===== src/rtl/reg_file_mp_pkg.sv =====
// rtl/reg_file_mp_pkg.sv - shared defaults and types for the register file slice
package reg_file_pkg;
    localparam int DATA_W_DEF = 32;
    localparam int ADDR_W_DEF = 5;
    localparam int ZERO_ADDR  = 0;

    typedef enum logic {
        WB_ALU = 1'b0,
        WB_MEM = 1'b1
    } wb_src_e;
endpackage


===== src/rtl/reg_file_mp_if.sv =====
// rtl/reg_file_mp_if.sv - control/datapath bundle between the control FSM and the register file
interface reg_file_mp_if #(
    parameter int DATA_W = 32,
    parameter int ADDR_W = 5
);
    logic [ADDR_W-1:0] rs_addr;
    logic [ADDR_W-1:0] rt_addr;
    logic [ADDR_W-1:0] rd_addr;
    logic              reg_dst;
    logic              reg_write;
    logic              mem_to_reg;
    logic [DATA_W-1:0] alu_data;
    logic [DATA_W-1:0] mem_data;
    logic              issue_valid;
    logic [ADDR_W-1:0] issue_addr;
    logic [DATA_W-1:0] rd_data1;
    logic [DATA_W-1:0] rd_data2;
    logic [DATA_W-1:0] rd_data3;
    logic              rs_pending;
    logic              rt_pending;
    logic              stall;

    modport master (
        output rs_addr, rt_addr, rd_addr, reg_dst, reg_write, mem_to_reg,
               alu_data, mem_data, issue_valid, issue_addr,
        input  rd_data1, rd_data2, rd_data3, rs_pending, rt_pending, stall
    );

    modport slave (
        input  rs_addr, rt_addr, rd_addr, reg_dst, reg_write, mem_to_reg,
               alu_data, mem_data, issue_valid, issue_addr,
        output rd_data1, rd_data2, rd_data3, rs_pending, rt_pending, stall
    );
endinterface


===== src/rtl/reg_file_mp_scoreboard.sv =====
// rtl/reg_file_mp_scoreboard.sv - per-register pending bits; an issue beats a same-edge writeback
module reg_scoreboard #(
    parameter int ADDR_W   = 5,
    parameter int ZERO_REG = 1
) (
    input  logic                   clk,
    input  logic                   rst_n,
    input  logic                   set_valid,
    input  logic [ADDR_W-1:0]      set_addr,
    input  logic                   clr_valid,
    input  logic [ADDR_W-1:0]      clr_addr,
    output logic [(2**ADDR_W)-1:0] pend
);
    localparam int DEPTH = 2**ADDR_W;

    logic [DEPTH-1:0] pend_q;
    logic [DEPTH-1:0] pend_d;

    always_comb begin
        pend_d = pend_q;
        if (clr_valid) pend_d[clr_addr] = 1'b0;
        if (set_valid) pend_d[set_addr] = 1'b1;
        if (ZERO_REG != 0) pend_d[0] = 1'b0;
    end

    always_ff @(posedge clk) begin
        if (!rst_n) pend_q <= '0;
        else        pend_q <= pend_d;
    end

    assign pend = pend_q;
endmodule


===== src/rtl/reg_file_mp.sv =====
// rtl/reg_file_mp.sv - multicycle datapath register file: 2 read ports, dst read-back, 1 write port
module reg_file_mp
    import reg_file_pkg::*;
#(
    parameter int DATA_W   = DATA_W_DEF,
    parameter int ADDR_W   = ADDR_W_DEF,
    parameter int ZERO_REG = 1,
    parameter int BYPASS   = 1
) (
    input logic          clk,
    input logic          rst_n,
    reg_file_mp_if.slave bus
);
    localparam int DEPTH = 2**ADDR_W;

    logic [DATA_W-1:0] mem_q [DEPTH];
    logic [DATA_W-1:0] mem_d [DEPTH];
    logic [ADDR_W-1:0] dst;
    logic [DATA_W-1:0] wval;
    wb_src_e           wb_src;
    logic              wr_en;
    logic              fwd1;
    logic              fwd2;
    logic [DEPTH-1:0]  pend;

    always_comb begin
        wb_src = wb_src_e'(bus.mem_to_reg);
        dst    = bus.reg_dst ? bus.rd_addr : bus.rt_addr;
        wval   = (wb_src == WB_MEM) ? bus.mem_data : bus.alu_data;
        wr_en  = bus.reg_write && !((ZERO_REG != 0) && (dst == ADDR_W'(ZERO_ADDR)));
    end

    always_comb begin
        mem_d = mem_q;
        if (wr_en) mem_d[dst] = wval;
    end

    always_ff @(posedge clk) begin
        for (int i = 0; i < DEPTH; i++) begin
            if (!rst_n) mem_q[i] <= '0;
            else        mem_q[i] <= mem_d[i];
        end
    end

    // wr_en already excludes the hardwired-zero destination, so it also gates forwarding
    always_comb begin
        fwd1 = (BYPASS != 0) && wr_en && (dst == bus.rs_addr);
        fwd2 = (BYPASS != 0) && wr_en && (dst == bus.rt_addr);

        bus.rd_data1 = mem_q[bus.rs_addr];
        if ((ZERO_REG != 0) && (bus.rs_addr == ADDR_W'(ZERO_ADDR))) bus.rd_data1 = '0;
        if (fwd1) bus.rd_data1 = wval;

        bus.rd_data2 = mem_q[bus.rt_addr];
        if ((ZERO_REG != 0) && (bus.rt_addr == ADDR_W'(ZERO_ADDR))) bus.rd_data2 = '0;
        if (fwd2) bus.rd_data2 = wval;

        bus.rd_data3 = mem_q[dst];
        if ((ZERO_REG != 0) && (dst == ADDR_W'(ZERO_ADDR))) bus.rd_data3 = '0;

        bus.rs_pending = pend[bus.rs_addr] && !fwd1;
        bus.rt_pending = pend[bus.rt_addr] && !fwd2;
        bus.stall      = bus.rs_pending || bus.rt_pending;
    end

    reg_scoreboard #(
        .ADDR_W   (ADDR_W),
        .ZERO_REG (ZERO_REG)
    ) u_scoreboard (
        .clk       (clk),
        .rst_n     (rst_n),
        .set_valid (bus.issue_valid),
        .set_addr  (bus.issue_addr),
        .clr_valid (bus.reg_write),
        .clr_addr  (dst),
        .pend      (pend)
    );
endmodule


===== src/flat_wrapper.sv =====
// flat-port wrapper written by rule: the top's interface ports become plain ports
module reg_file_mp_flat import reg_file_pkg::*;
#(
    parameter int DATA_W   = DATA_W_DEF,
    parameter int ADDR_W   = ADDR_W_DEF,
    parameter int ZERO_REG = 1,
    parameter int BYPASS   = 1
)
  (clk, rst_n, bus_rs_addr, bus_rt_addr, bus_rd_addr, bus_reg_dst, bus_reg_write, bus_mem_to_reg, bus_alu_data, bus_mem_data, bus_issue_valid, bus_issue_addr, bus_rd_data1, bus_rd_data2, bus_rd_data3, bus_rs_pending, bus_rt_pending, bus_stall);
  reg_file_mp_if #(.DATA_W(DATA_W), .ADDR_W(ADDR_W)) bus_i ();
  input logic clk;
  input logic rst_n;
  input wire logic [$bits(bus_i.rs_addr)-1:0] bus_rs_addr;
  input wire logic [$bits(bus_i.rt_addr)-1:0] bus_rt_addr;
  input wire logic [$bits(bus_i.rd_addr)-1:0] bus_rd_addr;
  input wire logic [$bits(bus_i.reg_dst)-1:0] bus_reg_dst;
  input wire logic [$bits(bus_i.reg_write)-1:0] bus_reg_write;
  input wire logic [$bits(bus_i.mem_to_reg)-1:0] bus_mem_to_reg;
  input wire logic [$bits(bus_i.alu_data)-1:0] bus_alu_data;
  input wire logic [$bits(bus_i.mem_data)-1:0] bus_mem_data;
  input wire logic [$bits(bus_i.issue_valid)-1:0] bus_issue_valid;
  input wire logic [$bits(bus_i.issue_addr)-1:0] bus_issue_addr;
  output wire logic [$bits(bus_i.rd_data1)-1:0] bus_rd_data1;
  output wire logic [$bits(bus_i.rd_data2)-1:0] bus_rd_data2;
  output wire logic [$bits(bus_i.rd_data3)-1:0] bus_rd_data3;
  output wire logic [$bits(bus_i.rs_pending)-1:0] bus_rs_pending;
  output wire logic [$bits(bus_i.rt_pending)-1:0] bus_rt_pending;
  output wire logic [$bits(bus_i.stall)-1:0] bus_stall;
  assign bus_i.rs_addr = bus_rs_addr;
  assign bus_i.rt_addr = bus_rt_addr;
  assign bus_i.rd_addr = bus_rd_addr;
  assign bus_i.reg_dst = bus_reg_dst;
  assign bus_i.reg_write = bus_reg_write;
  assign bus_i.mem_to_reg = bus_mem_to_reg;
  assign bus_i.alu_data = bus_alu_data;
  assign bus_i.mem_data = bus_mem_data;
  assign bus_i.issue_valid = bus_issue_valid;
  assign bus_i.issue_addr = bus_issue_addr;
  assign bus_rd_data1 = bus_i.rd_data1;
  assign bus_rd_data2 = bus_i.rd_data2;
  assign bus_rd_data3 = bus_i.rd_data3;
  assign bus_rs_pending = bus_i.rs_pending;
  assign bus_rt_pending = bus_i.rt_pending;
  assign bus_stall = bus_i.stall;
  reg_file_mp #(.DATA_W(DATA_W), .ADDR_W(ADDR_W), .ZERO_REG(ZERO_REG), .BYPASS(BYPASS)) u_core (.clk(clk), .rst_n(rst_n), .bus(bus_i));
endmodule

===== config.mk =====
export PLATFORM = sky130hd
export DESIGN_NAME = reg_file_mp_flat
export DESIGN_NICKNAME = d
export VERILOG_FILES = /design/src/rtl/reg_file_mp_pkg.sv /design/src/rtl/reg_file_mp_if.sv /design/src/rtl/reg_file_mp_scoreboard.sv /design/src/rtl/reg_file_mp.sv /design/src/flat_wrapper.sv
export SDC_FILE = /design/constraint.sdc
export NUM_CORES = 2
export LEC_CHECK = 0
export CAP_MARGIN = 15
export CORE_UTILIZATION = 50
export CTS_BUF_LIST = sky130_fd_sc_hd__clkbuf_4 sky130_fd_sc_hd__clkbuf_8
export DETAILED_ROUTE_END_ITERATION = 10
export DONT_BUFFER_PORTS = 1
export PLACE_DENSITY_LB_ADDON = 0.12
export SKIP_LAST_GASP = 1
export SLEW_MARGIN = 20
export SYNTH_ARGS = -nofsm -noshare
export SYNTH_HDL_FRONTEND = slang
export SYNTH_HIERARCHICAL = 1
export SYNTH_SLANG_ARGS = --single-unit

===== constraint.sdc =====
create_clock -name clk -period 10.6 [get_ports clk]
set_clock_uncertainty 0.05 [all_clocks]
set_input_delay 3.18 -clock clk [delete_from_list [all_inputs] [get_ports clk]]
set_output_delay 3.18 -clock clk [all_outputs]
set_load 0.005 [all_outputs]

After elaboration in Yosys (flattened, before gate mapping)

Cells that the tools add are included.

Register bits after elaboration: 1056
Logic and storage cells: 96

Multiplexer cells: 29
Eq/ne operators: 2
Order comparisons: 10
Reductions and logical operators: 15
Bitwise gates (word level): 6

Operators with widths:

| cell                                                 | number |
|---|---|
| bitwise mux 1024 bit                                 | 1 |
| binary-select mux 32 bit (select 5 bit)              | 3 |
| 2-to-1 mux 32 bit                                    | 15 |
| demux 32 bit (select 5 bit)                          | 1 |
| bitwise AND 32 bit                                   | 1 |
| NOT 32 bit                                           | 1 |
| OR 32 bit                                            | 1 |
| < comparator 5 x 6 -> 1 bit (second input constant)  | 4 |
| >= comparator 6 bit (second input constant)          | 3 |
| NOT 5 -> 6 bit                                       | 3 |
| logical NOT 5 bit                                    | 3 |
| binary-select mux 1 bit (select 5 bit)               | 2 |
| demux 1 bit (select 5 bit)                           | 2 |
| equality test 5 bit                                  | 2 |
| >= comparator 5 x 1 -> 1 bit (second input constant) | 2 |
| logical AND 1 bit                                    | 8 |
| < comparator 6 x 1 -> 1 bit (second input constant)  | 1 |
| 2-to-1 mux 5 bit                                     | 1 |
| 2-to-1 mux 1 bit                                     | 4 |
| logical NOT 1 bit                                    | 3 |
| logical OR 1 bit                                     | 1 |

Depth between registers and ports, before layout

Depth in word-level cells: 10
Depth in mapped cells: 11
Mapped depth without buffers: 7

By module

The synthesis kept the hierarchy.

Modules (own cells, without submodules):

| module         | cells an instance | area each (µm²) | times used |
|---|---|---|---|
| reg_file_mp    | 7140              | 63228.1         | 1 |
| reg_scoreboard | 134               | 1297.5          | 1 |

Least setup slack after synthesis

Ideal clock, no wire load.

Path kind: input -> output
From: input bus_rt_addr[0]
To: output bus_rd_data2[11]
Arrival time: 5.089 ns
Path slack: 2.281 ns
Stages on the path: 6
Cell sequence: buf_2 > buf_1 > mux4_2 > mux4_2 > nor2b_1 > o32ai_1

Word-level cells in the longest chain between the ends: 6
Elaborated cells on any way between the ends: 13
Classes of those cells: 1 x eq/ne; 6 x mux; 1 x bitwise; 5 x reduce/logical

Ends and longest elaborated chain:

| what                                                                                | RTL line                             | text |
|---|---|---|
| start, declared                                                                     | flat_wrapper.sv:14                   | `input wire logic [$bits(bus_i.rt_addr)-1:0] bus_rt_addr;` |
| NOT 5 -> 6 bit (not written as such) / 2-to-1 mux 5 bit (equally long branches)     | reg_file_mp.sv:54, reg_file_mp.sv:28 |  |
| binary-select mux 32 bit (select 5 bit) / logical NOT 5 bit (equally long branches) | reg_file_mp.sv:54, reg_file_mp.sv:30 |  |
| 2-to-1 mux 32 bit (not written as such) / logical NOT 1 bit (equally long branches) | reg_file_mp.sv:54, reg_file_mp.sv:30 |  |
| 2-to-1 mux 32 bit (not written as such) / logical AND 1 bit (equally long branches) | reg_file_mp.sv:54, reg_file_mp.sv:30 |  |
| 2-to-1 mux 32 bit / logical AND 1 bit (equally long branches)                       | reg_file_mp.sv:55, reg_file_mp.sv:48 |  |
| 2-to-1 mux 32 bit (*)                                                               | reg_file_mp.sv:56                    | `if (fwd2) bus.rd_data2 = wval;` |
| end, declared                                                                       | flat_wrapper.sv:24                   | `output wire logic [$bits(bus_i.rd_data2)-1:0] bus_rd_data2;` |

Mark *: on every way between the ends. The rest lies on a longest branch, timed or not. The select of a mux whose other input is x is not followed.

Final worst setup path

From: input bus_rt_addr[0]
To: output bus_rd_data3[28]

Word-level cells in the longest chain between the ends: 6
Elaborated cells on any way between the ends: 7
Classes of those cells: 5 x mux; 1 x bitwise; 1 x reduce/logical

Ends and longest elaborated chain:

| what                                                  | RTL line           | text |
|---|---|---|
| 2-to-1 mux 5 bit (*)                                  | reg_file_mp.sv:28  | `dst = bus.reg_dst ? bus.rd_addr : bus.rt_addr;` |
| NOT 5 -> 6 bit (not written as such)                  | reg_file_mp.sv:58  | `bus.rd_data3 = mem_q[dst];` |
| binary-select mux 32 bit (select 5 bit)               | reg_file_mp.sv:58  |  |
| 2-to-1 mux 32 bit (not written as such) (2 in series) | reg_file_mp.sv:58  |  |
| 2-to-1 mux 32 bit (*)                                 | reg_file_mp.sv:59  | `if ((ZERO_REG != 0) && (dst == ADDR_W'(ZERO_ADDR))) bus.rd_data3 = '0;` |
| end, declared                                         | flat_wrapper.sv:25 | `output wire logic [$bits(bus_i.rd_data3)-1:0] bus_rd_data3;` |

Marked as above.

==> flow_summary.yaml <==
status:
  outcome: "finished clean"
final_layout:
  layout-drive-gt1-share_pct: 15.5
  layout_commonest_cell: "nand2_1"
  layout_common_cells: "2030 x nand2_1, 1055 x dfxtp_1, 993 x o211a_1"
  fin_nets: 6955
  syn2layout_area_growth_pct: 8.60
  fin_cells: 8678
hold_path:
  hp-start: "u_core/mem_q[992]"
  hold_path_end: "u_core/mem_q[992]"
  worstHoldPathCells: 1
  min_path_type: "reg -> reg"
synth:
  synth_top_cell_by_area: "dfxtp_1"
  yosys_warnings: 6
  netlist_instances: 7274
  synth-main-ff-cell: "dfxtp_1"
  avgSynthCellArea_um2: 8.87
  ys_ff_latch: 1055
  synth-edff-count: 0
  yosys.area.top_type_share_pct: 32.7
  syn_nets: 7364
  netlist_top_cells_area: "dfxtp_1 33%, o211a_1 15%, mux4_2 14%"
  synthArstFlopShare_pct: 0
  synth_area_mm2: 0.0645
  ys_types: 65
  seq_area_frac_synth_pct: 32.7
grt:
  antenna_found_initial: 8
  grt_max_degree: 1059
  grt_pass1_wl_mm: 387
  gr-total-overflow: 0
  track_usage_pct: 39.8
  grt_pass1_vias: 56000
floorplan:
  ios: 189
  initial_utilization_pct: 50.5
  fp.dieH_um: 361
  core_mm2: 0.128
  die_area_mm2: 0.130
  rows: 131
  die_w_um: 361
placement:
  dpl.hpwl_mm: 148
  io_buffers: 0
  gp_congestion: 0.899
  dp_cells: 8331
sta:
  holdWs_ps: 443
  fmax_mhz: 99.2
  fin_crit_sh_pct: 95.1
  tightest_slew_ps: 1270
  rsz0062_at_grt: "false"
  fin_crit_ps: 10080
  setup_viol: 0
  setup_tns_ps: 0
  max_slew_margin_pct: 13.1
  maxSlewViolCount: 0
  hold_violations: 0
cts:
  htreeDepth: 4
  cts_buffers: 189
  cts_tree: "yes"
  post-cts-setup-buffer-count: 0
  path_clk_slew_ps: 60
  clk_path_buf_depth: 3
  clk_latency_ps: 940
  hold_buffers: 0
  cts_resized: 0
  clock-root-buffer: "clkbuf_8"
  cts_sinks: 1055
pwr:
  p_comb_share_pct: 13.5
  pwr-share-clk_pct: 43.6
  switchingPower_mw: 2.79
  peakVddDrop_v: 0.0000950
  leakage_nw: 36.4
  switching_share_pct: 29.2
  p_total_mw: 9.53
  p_int_mw: 6.74
  p_per_area_mw_per_mm2: 136
  pwr-share-seq_pct: 42.9
setup_path:
  cp.required_ps: 7370
  reg2reg_slack_ps: 9840
  worstPathMaxFanout: 237
  arrival_ps: 6850
  timing.rr.start: "u_core/mem_q[904]"
  startpoint_type: "input pin"
  worstSetupPathType: "in -> out"
  rr_endpoint: "u_core/mem_q[904]"
  critPathCaptureType: "primary output"
  r2r_cells: 1
detailed_routing:
  drt-wirelength-per-cell_um: 30.8
  vias: 61600
  drt_iter0_markers: 10200
  drc: 0
  vias_per_cell: 7.10
  routed_wl_mm: 267
  dr.pass1.iters: 9
  ant_nets: 0
flow_run:
  cap_violations: 0
worst max path at each step:
stage | endpoint | from | slack [ps] | cells after the start
global route | bus_rd_data3[28] | bus_rt_addr[0] | 460 | 10
CTS | bus_rd_data3[28] | bus_rt_addr[0] | 820 | 10
finish | bus_rd_data3[28] | bus_rt_addr[0] | 520 | 10
detailed placement | bus_rd_data3[28] | bus_rt_addr[0] | 820 | 10
floorplan | bus_rd_data2[11] | bus_rt_addr[0] | 2280 | 6
global placement | bus_rd_data3[28] | bus_rt_addr[0] | 830 | 10
critical path, stage by stage:
cell	delay, ps
mux2i_4	360
buf_12	320
buf_12	410
buf_4	460
nand2_1	100
nand3_1	90
a21oi_1	80
or4_1	510
nor4_1	840
buf_4	250
area by class of cell:
cell class / count / area (µm²)
Clock buffer: 304 / 3780
Sequential cell: 1055 / 21100
Fill cell: 11500 / 57800
Timing Repair Buffer: 218 / 2020
Multi-Input combinational cell: 5394 / 40800
Tap cell: 1662 / 2080
Antenna cell: 4 / 10.0
Inverter: 7 / 41.3
Clock inverter: 34 / 240
cell usage after synthesis, types with 30 or more instances:
library cell  number
nand2_1         2032
dfxtp_1         1055
o211a_1          993
nand3_1          539
clkbuf_1         513
mux4_2           398
mux2i_1          368
a21oi_1          268
buf_2            213
a22oi_1          157
buf_1             86
o22ai_1           60
nor2b_1           52
a22o_1            38
and2_1            37
nor2_1            36
nor3_1            33
nor4_1            33
mux2_2            31
o32ai_1           30
registers in the layout, summed over array words and instances (netlist names):
| signal | cells |
|---|---|
| u_core/u_scoreboard/pend | 31 |
| u_core/mem_q | 1024 |
per-stage QoR:
step | util (%) | cell area [µm²] | setup slack, ps
after floorplan | - | 64500 | 2280
after global placement | 51.5 | 65900 | 830
after detailed placement | 51.6 | 65900 | 822
after CTS | 54.7 | 69900 | 816
after global routing | 54.8 | 70100 | 458
final | 54.8 | 70100 | 521
metal layers:
| layer | vias up | routed length, µm | track usage (%) |
|---|---|---|---|
| li1 | 26000 | - | - |
| met2 | 4344 | 113000 | 57.4 |
| met5 | - | 188 | 0 |
| met4 | 6 | 16000 | 21.6 |
| met1 | 30300 | 104000 | 54.3 |
| met3 | 914 | 34500 | 9.97 |
logic make-up after synthesis:
family,share of synthesized area [%]
buffers and inverters,5.25
and+or+nand+nor,19.4
muxes,20.2
other,0.00581
xor gates and xnor gates,0.122
AOI/OAI and AO/OA,22.3
DFF,32.7
power groups by stage:
| stage | clock network, mW | registers, mW | logic (mW) |
|---|---|---|---|
| CTS | 4.18 | 4.08 | 1.17 |
| global route | 4.37 | 4.09 | 1.31 |
| floorplan | 0 | 4.15 | 0.856 |
| detailed placement | 0 | 4.17 | 1.17 |
| finish | 4.16 | 4.08 | 1.29 |
| global placement | 0 | 4.16 | 1.16 |
Power figures use the tool's default switching activity.
